===== src/rtl/clz_scan_ctrl.sv =====
// Multi-cycle leading-zero normaliser: walks the operand MSB-first one chunk per
// cycle through a shared external CHUNK-bit CLZ unit, then left-normalises it.
module clz_scan_ctrl #(
  parameter  int WIDTH  = 32,
  parameter  int CHUNK  = 8,
  localparam int NCHUNK = WIDTH / CHUNK,
  localparam int CW     = $clog2(WIDTH) + 1,
  localparam int LW     = $clog2(CHUNK)
) (
  input  logic             clk,
  input  logic             rst_n,
  input  logic             flush,
  input  logic             in_valid,
  output logic             in_ready,
  input  logic [WIDTH-1:0] in_data,
  output logic [CHUNK-1:0] clz_in,
  input  logic [LW-1:0]    clz_cnt,
  input  logic             clz_nz,
  output logic             out_valid,
  input  logic             out_ready,
  output logic [CW-1:0]    out_count,
  output logic [WIDTH-1:0] out_norm,
  output logic             out_zero,
  output logic             busy
);

  localparam int IW = (NCHUNK > 1) ? $clog2(NCHUNK) : 1;

  typedef enum logic [1:0] {IDLE, SCAN, DONE} state_t;

  state_t           state_reg;
  logic [WIDTH-1:0] work_reg;
  logic [CW-1:0]    count_reg;
  logic [IW-1:0]    idx_reg;
  logic             zero_reg;

  // The working register doubles as the result: after the final shift it holds
  // the normalised operand, so no separate output copy is needed.
  assign clz_in    = work_reg[WIDTH-1 -: CHUNK];
  assign in_ready  = (state_reg == IDLE);
  assign busy      = (state_reg != IDLE);
  assign out_valid = (state_reg == DONE);
  assign out_count = count_reg;
  assign out_norm  = work_reg;
  assign out_zero  = zero_reg;

  always_ff @(posedge clk or negedge rst_n) begin
    if (!rst_n) begin
      state_reg <= IDLE;
      work_reg  <= '0;
      count_reg <= '0;
      idx_reg   <= '0;
      zero_reg  <= 1'b0;
    end else if (flush) begin
      state_reg <= IDLE;
    end else begin
      case (state_reg)
        IDLE: begin
          if (in_valid) begin
            work_reg  <= in_data;
            count_reg <= '0;
            idx_reg   <= '0;
            state_reg <= SCAN;
          end
        end
        SCAN: begin
          if (clz_nz) begin
            count_reg <= count_reg + {{(CW-LW){1'b0}}, clz_cnt};
            work_reg  <= work_reg << clz_cnt;
            zero_reg  <= 1'b0;
            state_reg <= DONE;
          end else if (idx_reg == IW'(NCHUNK - 1)) begin
            // Last chunk also empty: the whole operand is zero.
            count_reg <= CW'(WIDTH);
            work_reg  <= '0;
            zero_reg  <= 1'b1;
            state_reg <= DONE;
          end else begin
            count_reg <= count_reg + CW'(CHUNK);
            work_reg  <= work_reg << CHUNK;
            idx_reg   <= idx_reg + 1'b1;
          end
        end
        DONE: begin
          if (out_ready) state_reg <= IDLE;
        end
        default: state_reg <= IDLE;
      endcase
    end
  end

endmodule

===== config.mk =====
export PLATFORM = sky130hd
export DESIGN_NAME = clz_scan_ctrl
export DESIGN_NICKNAME = d
export VERILOG_FILES = /design/src/rtl/clz_scan_ctrl.sv
export SDC_FILE = /design/constraint.sdc
export NUM_CORES = 1
export LEC_CHECK = 0
export ABC_AREA = 1
export CAP_MARGIN = 10
export CORE_ASPECT_RATIO = 0.6
export CORE_UTILIZATION = 54
export DETAILED_ROUTE_END_ITERATION = 10
export PLACE_DENSITY = 0.85
export SYNTH_ARGS = -nofsm -noshare
export SYNTH_HDL_FRONTEND = slang
export SYNTH_SLANG_ARGS = --single-unit

===== constraint.sdc =====
create_clock -name clk -period 2.4 [get_ports clk]
set_clock_uncertainty 0.05 [all_clocks]
set_input_delay 0.48 -clock clk [delete_from_list [all_inputs] [get_ports clk]]
set_output_delay 0.48 -clock clk [all_outputs]
set_load 0.05 [all_outputs]

Word-level counts from Yosys, hierarchy flattened
Cells that the tools add are included.
- flip-flop bits (word level): 43
- input port bits: 41
- output and inout port bits: 50
- word-level logic and storage cells: 47
- add/subtract/negate cells: 3
- eq/ne operators: 9
- shift operators: 1
- multiplexer cells: 20
- bitwise logic cells: 1
- reductions and logical operators: 8
- operator list (operator ; number):
    $mux W32 ; 3
    $pmux W32 S2 ; 1
    $shl A32 B3 Y32 ; 1
    $mux W6 ; 3
    $mux W2 ; 8
    $pmux W6 S2 ; 1
    $reduce_and A3 Y1 ; 3
    $add A6 B3 Y6 ; 1
    $add A6 B4 Y6 const B ; 1
    $ne A2 B2 Y1 const B ; 3
    $pmux W2 S3 ; 1
    $reduce_bool A2 Y1 ; 3
    $reduce_and A5 Y1 ; 1
    $eq A2 B2 Y1 const B ; 2
    $ne A4 B4 Y1 const B ; 1
    $pmux W2 S2 ; 1
    $ne A3 B2 Y1 const B ; 1
    $ne A3 B3 Y1 const B ; 1
    $add A2 B1 Y2 const B ; 1
    $eq A2 B1 Y1 const B ; 1
    $logic_not A2 Y1 ; 1
    $mux W1 ; 2
    $not A1 Y1 ; 1

Depth between registers and ports, before layout
- depth in word-level cells: 5
- gate-level depth with buffers: 10
- depth with buffers taken out: 9

Least setup slack after synthesis
OpenSTA, ideal clock, no wires.
- path kind: register to register
- start: register state_reg[0]
- end: register work_reg[23] (netlist: out_norm[23])
- library setup time: 0.113 ns
- data arrival time: 1.707 ns
- required time: 2.237 ns
- setup slack: 0.530 ns
- cell stages (with the launch flop): 9
- path buffers: 1
- period minus slack after synthesis: 1.870 ns
- cell sequence: dfrtp_1 -> nor2_2 -> nand2_2 -> nand2_4 -> inv_2 -> buf_2 -> or2_0 -> nand2_1 -> inv_1
- cells in the longest elaborated chain, start to end: 3
- elaborated cells between the ends (all ways): 6
- those cells by class: eq/ne (2); mux (1); reduce/logical (3)
- RTL lines (what ; RTL line ; text):
    start: declaration ; 31 ; state_t state_reg;
    start signal: assignment ; 49 ; state_reg <= IDLE;
    start signal: assignment ; 55 ; state_reg <= IDLE;
    start signal: assignment ; 63 ; state_reg <= SCAN;
    $logic_not A2 Y1 * ; - ;
    net in_ready ; 14 ; output logic in_ready,
    $ne A2 B2 Y1 (no source line) or $reduce_bool A2 Y1 (tied branches) ; - ;
    $reduce_and A3 Y1 (no source line) ; - ;
    end signal: assignment ; 60 ; work_reg <= in_data;
    end signal: assignment ; 69 ; work_reg <= work_reg << clz_cnt;
    end signal: assignment ; 80 ; work_reg <= work_reg << CHUNK;
    end: declaration ; 32 ; logic [WIDTH-1:0] work_reg;
Mark *: on every way through the listed nets, which the timed path passes. The rest lies on a longest branch.
A chain may end at the register's enable or synchronous reset.

Worst setup path after layout
- start: register state_reg[0]
- end: output busy
- cells in the longest elaborated chain, start to end: 1
- RTL lines (what ; RTL line ; text):
    $reduce_bool A2 Y1 ; 41 ; assign busy = (state_reg != IDLE);
    end: declaration ; 24 ; output logic busy
Every way passes these cells.

==> flow_summary_export.csv <==
group,metric,value,unit
timing,period_share,95.2,%
pwr,leakagePower,2.41,nW
yosys,syn_inst,602,
floorplan,die-area,7040,µm²
global_routing,antenna_found_initial,0,
clocking,insertion_delay,310,ps
yosys,avgSynthCellArea,6.01,µm²
clocking,cts.sinks,43,
clocking,htree_levels,2,
floorplan,die_w,108,µm
timing,fin_setup_tns,0,ps
place,pre_cts_slack,65.6,ps
detailed_routing,wire_per_inst,16.6,µm
worst_setup_path,crit_type,"reg -> out",
floorplan,coreArea,6280,µm²
detailed_routing,drt-total-wl,12.6,mm
floorplan,rows,22,
timing,fin_crit,2290,ps
timing,finalSetupViolCount,0,
place,place_congestion,1.00,
timing,maxSlewViolCount,0,
global_routing,grt_pass1_vias,4001,
clocking,cts_setup_buffers,0,
detailed_routing,vias_per_cell,5.82,
final_layout,largest_reg_flops,32,
final_layout,drive_gt1_share,5.03,%
worst_setup_path,setup.reg_to_reg.worst_slack,430,ps
detailed_routing,drtAntennaViolNets,0,
pwr,p_int,1.74,mW
yosys,syn_area,3620,µm²
clocking,path_clk_slew,90,ps
floorplan,pin_count,91,
pwr,power_frac_comb,55.7,%
worst_setup_path,r2r-start,"state_reg[1]",
timing,hold_viol,0,
pwr,clkPwrFrac,13.3,%
floorplan,die_h,65.4,µm
yosys,yosysSeqAreaShare,29.8,%
worst_setup_path,arrival,1760,ps
pwr,power_density,771,nW/µm²
detailed_routing,num_vias,4420,
final_layout,antennaDiodeCount,0,
timing,worstMarginPinSlew,597,ps
pwr,switching_power,1.86,mW
job,drv_cap,0,
worst_setup_path,crit_start,"state_reg[0]",
worst_setup_path,path_cells,"nor2_2 -> inv_1 -> clkdlybuf4s50_1",
worst_setup_path,endpoint,"busy",
worst_setup_path,cp_max_fo,5,
global_routing,grt_pass1_wl,20.0,mm
yosys,synth.distinct_cells,25,
clocking,cts_tree,"yes",
detailed_routing,detail_route.first_pass.iterations,8,
place,portBuffers,90,
global_routing,track_usage,37.5,%
yosys,syn-num-nets,649,
worst_setup_path,cp-end-kind,"output pin",
place,hpwl,9.26,mm
final_layout,fin_nets,722,
timing,fin_ws,114,ps
detailed_routing,drt_iter0_markers,558,
worst_setup_path,worst_ep_required_time,1870,ps
pwr,ir_drop,0.669,mV
floorplan,initial_core_util,57.6,%
worst_setup_path,startpoint_type,"flip-flop",
detailed_routing,drcViolationCount,0,
worst_hold_path,hold_path.class,"in -> async",
pwr,seq_power_share,31.0,%
worst_setup_path,critPathSlowestCell,"clkdlybuf4s50_1",
worst_setup_path,cpPeakStageDelay,700,ps
final_layout,areaGrowthSynthToFinish,28.9,%
worst_setup_path,rr_endpoint,"out_norm[14]",
outcome,status,"finished, final reports clean",
global_routing,grt_max_degree,44,
global_routing,overflow,0,
timing,slew_headroom,60.2,%
yosys,yosysWarnings,0,
final_layout,fillerInstances,547,
worst_setup_path,reg2reg_depth,9,
clocking,root_buffer,"clkbuf_8",
clocking,clock_path_buffers,2,
timing,max_clock_freq,438,MHz
clocking,numCtsBuffers,5,
pwr,swShare,51.6,%
yosys,ys_ff_latch,43,
timing,rsz0062_at_grt,"false",
[layout by cell type (no fill, tap or decap), types with 2 or more instances in the layout]
cell type / count
nand3_1: 174
nand2_1: 170
clkdlybuf4s50_1: 87
inv_1: 72
nor2_1: 55
dfrtp_1: 43
a21oi_1: 15
buf_4: 12
o21ai_0: 6
ha_1: 5
clkbuf_8: 5
a22oi_1: 4
or2_0: 4
buf_12: 4
nor2_2: 3
or2_2: 2
dlymetal6s2s_1: 2
[worst min-delay path by stage]
stage | endpoint | slack (ps) | cells past startpoint
floorplan | idx_reg[0] | 130 | 0
global placement | idx_reg[0] | 410 | 1
detailed placement | idx_reg[0] | 430 | 1
CTS | out_count[3] | 210 | 2
global route | out_count[3] | 230 | 2
finish | out_count[3] | 200 | 2
[cells by family (layout without fill, tap and decap cells)]
kind of cell | Yosys count | after routing | share of synthesized area, %
flip-flops | 43 | 43 | 29.8
buffers and inverters | 113 | 187 | 13.6
adder cells (fa/ha/maj) | 6 | 6 | 2.28
AO/OA/AOI/OAI | 26 | 26 | 3.94
XOR/XNOR | 1 | 1 | 0.242
AND/OR/NAND/NOR | 413 | 413 | 50.2
[cells in the mapped netlist]
| library cell | count | share of area (%) |
|---|---|---|
| a21oi_1 | 15 | 2.1 |
| a22oi_1 | 4 | 0.83 |
| buf_1 | 1 | 0.10 |
| buf_2 | 23 | 3.2 |
| buf_4 | 10 | 2.1 |
| clkbuf_1 | 6 | 0.62 |
| dfrtp_1 | 43 | 30 |
| fa_1 | 1 | 0.55 |
| ha_1 | 5 | 1.7 |
| inv_1 | 72 | 7.5 |
| inv_2 | 1 | 0.10 |
| nand2_1 | 170 | 18 |
| nand2_2 | 1 | 0.17 |
| nand2_4 | 1 | 0.31 |
| nand3_1 | 174 | 24 |
| nand3_2 | 1 | 0.28 |
| nor2_1 | 55 | 5.7 |
| nor2_2 | 3 | 0.52 |
| nor2_4 | 1 | 0.31 |
| nor3_1 | 1 | 0.14 |
| o21ai_0 | 6 | 0.83 |
| o31ai_1 | 1 | 0.21 |
| or2_0 | 4 | 0.69 |
| or2_2 | 2 | 0.35 |
| xor2_1 | 1 | 0.24 |
[power by group through the flow]
stage	Clock, mW	Sequential, mW	Combinational [mW]
after floorplan	0	1.57	0.843
after global placement	0	1.10	1.94
after detailed placement	0	1.11	1.98
after CTS	0.484	1.10	1.98
after global routing	0.526	1.13	2.14
final	0.478	1.11	2.00
[critical path: cells and delay by family (launching register included)]
kind | cells | cell delay (ps)
flops | 1 | 470
buf+inv | 2 | 750
simple gates | 1 | 220
[final cells by class]
| class | count | area (µm²) | share of cell area, % |
|---|---|---|---|
| sequential | 43 | 1080 | 23.1 |
| tap | 84 | 105 | 2.26 |
| timing repair buffer | 106 | 1070 | 23.0 |
| clock buffer | 6 | 72.6 | 1.56 |
| clock inverter | 2 | 12.5 | 0.268 |
| multi-input combinational | 446 | 2050 | 44.0 |
| inverter | 73 | 274 | 5.88 |
[metrics by stage]
stage | cell area (µm²) | cells | hold WS [ps] | power [mW] | util [%]
floorplan | 3620 | 602 | 134 | 2.41 | -
global placement | 4570 | 752 | 410 | 3.05 | 72.8
detailed placement | 4570 | 752 | 432 | 3.08 | 72.8
CTS | 4660 | 760 | 213 | 3.56 | 74.2
global route | 4660 | 760 | 232 | 3.79 | 74.3
finish | 4660 | 760 | 195 | 3.59 | 74.3
[layer usage]
metal  routed length (µm)  up-vias  part of all wire [%]  GRT usage (%)
met5                    0        -                     0              0
met4                  216        0                   1.7           8.56
met3                 1660       39                    13           8.73
met2                 5240      322                    41           55.2
met1                 5530     1994                    44           55.3
li1                     -     2065                     -              -
[timing repair]
item	4_1_cts	5_1_grt
hold buffers	0	0
gates resized for setup	0	2
endpoints found under the setup margin	0	2
Note: power is estimated with default switching activity, not from simulation.
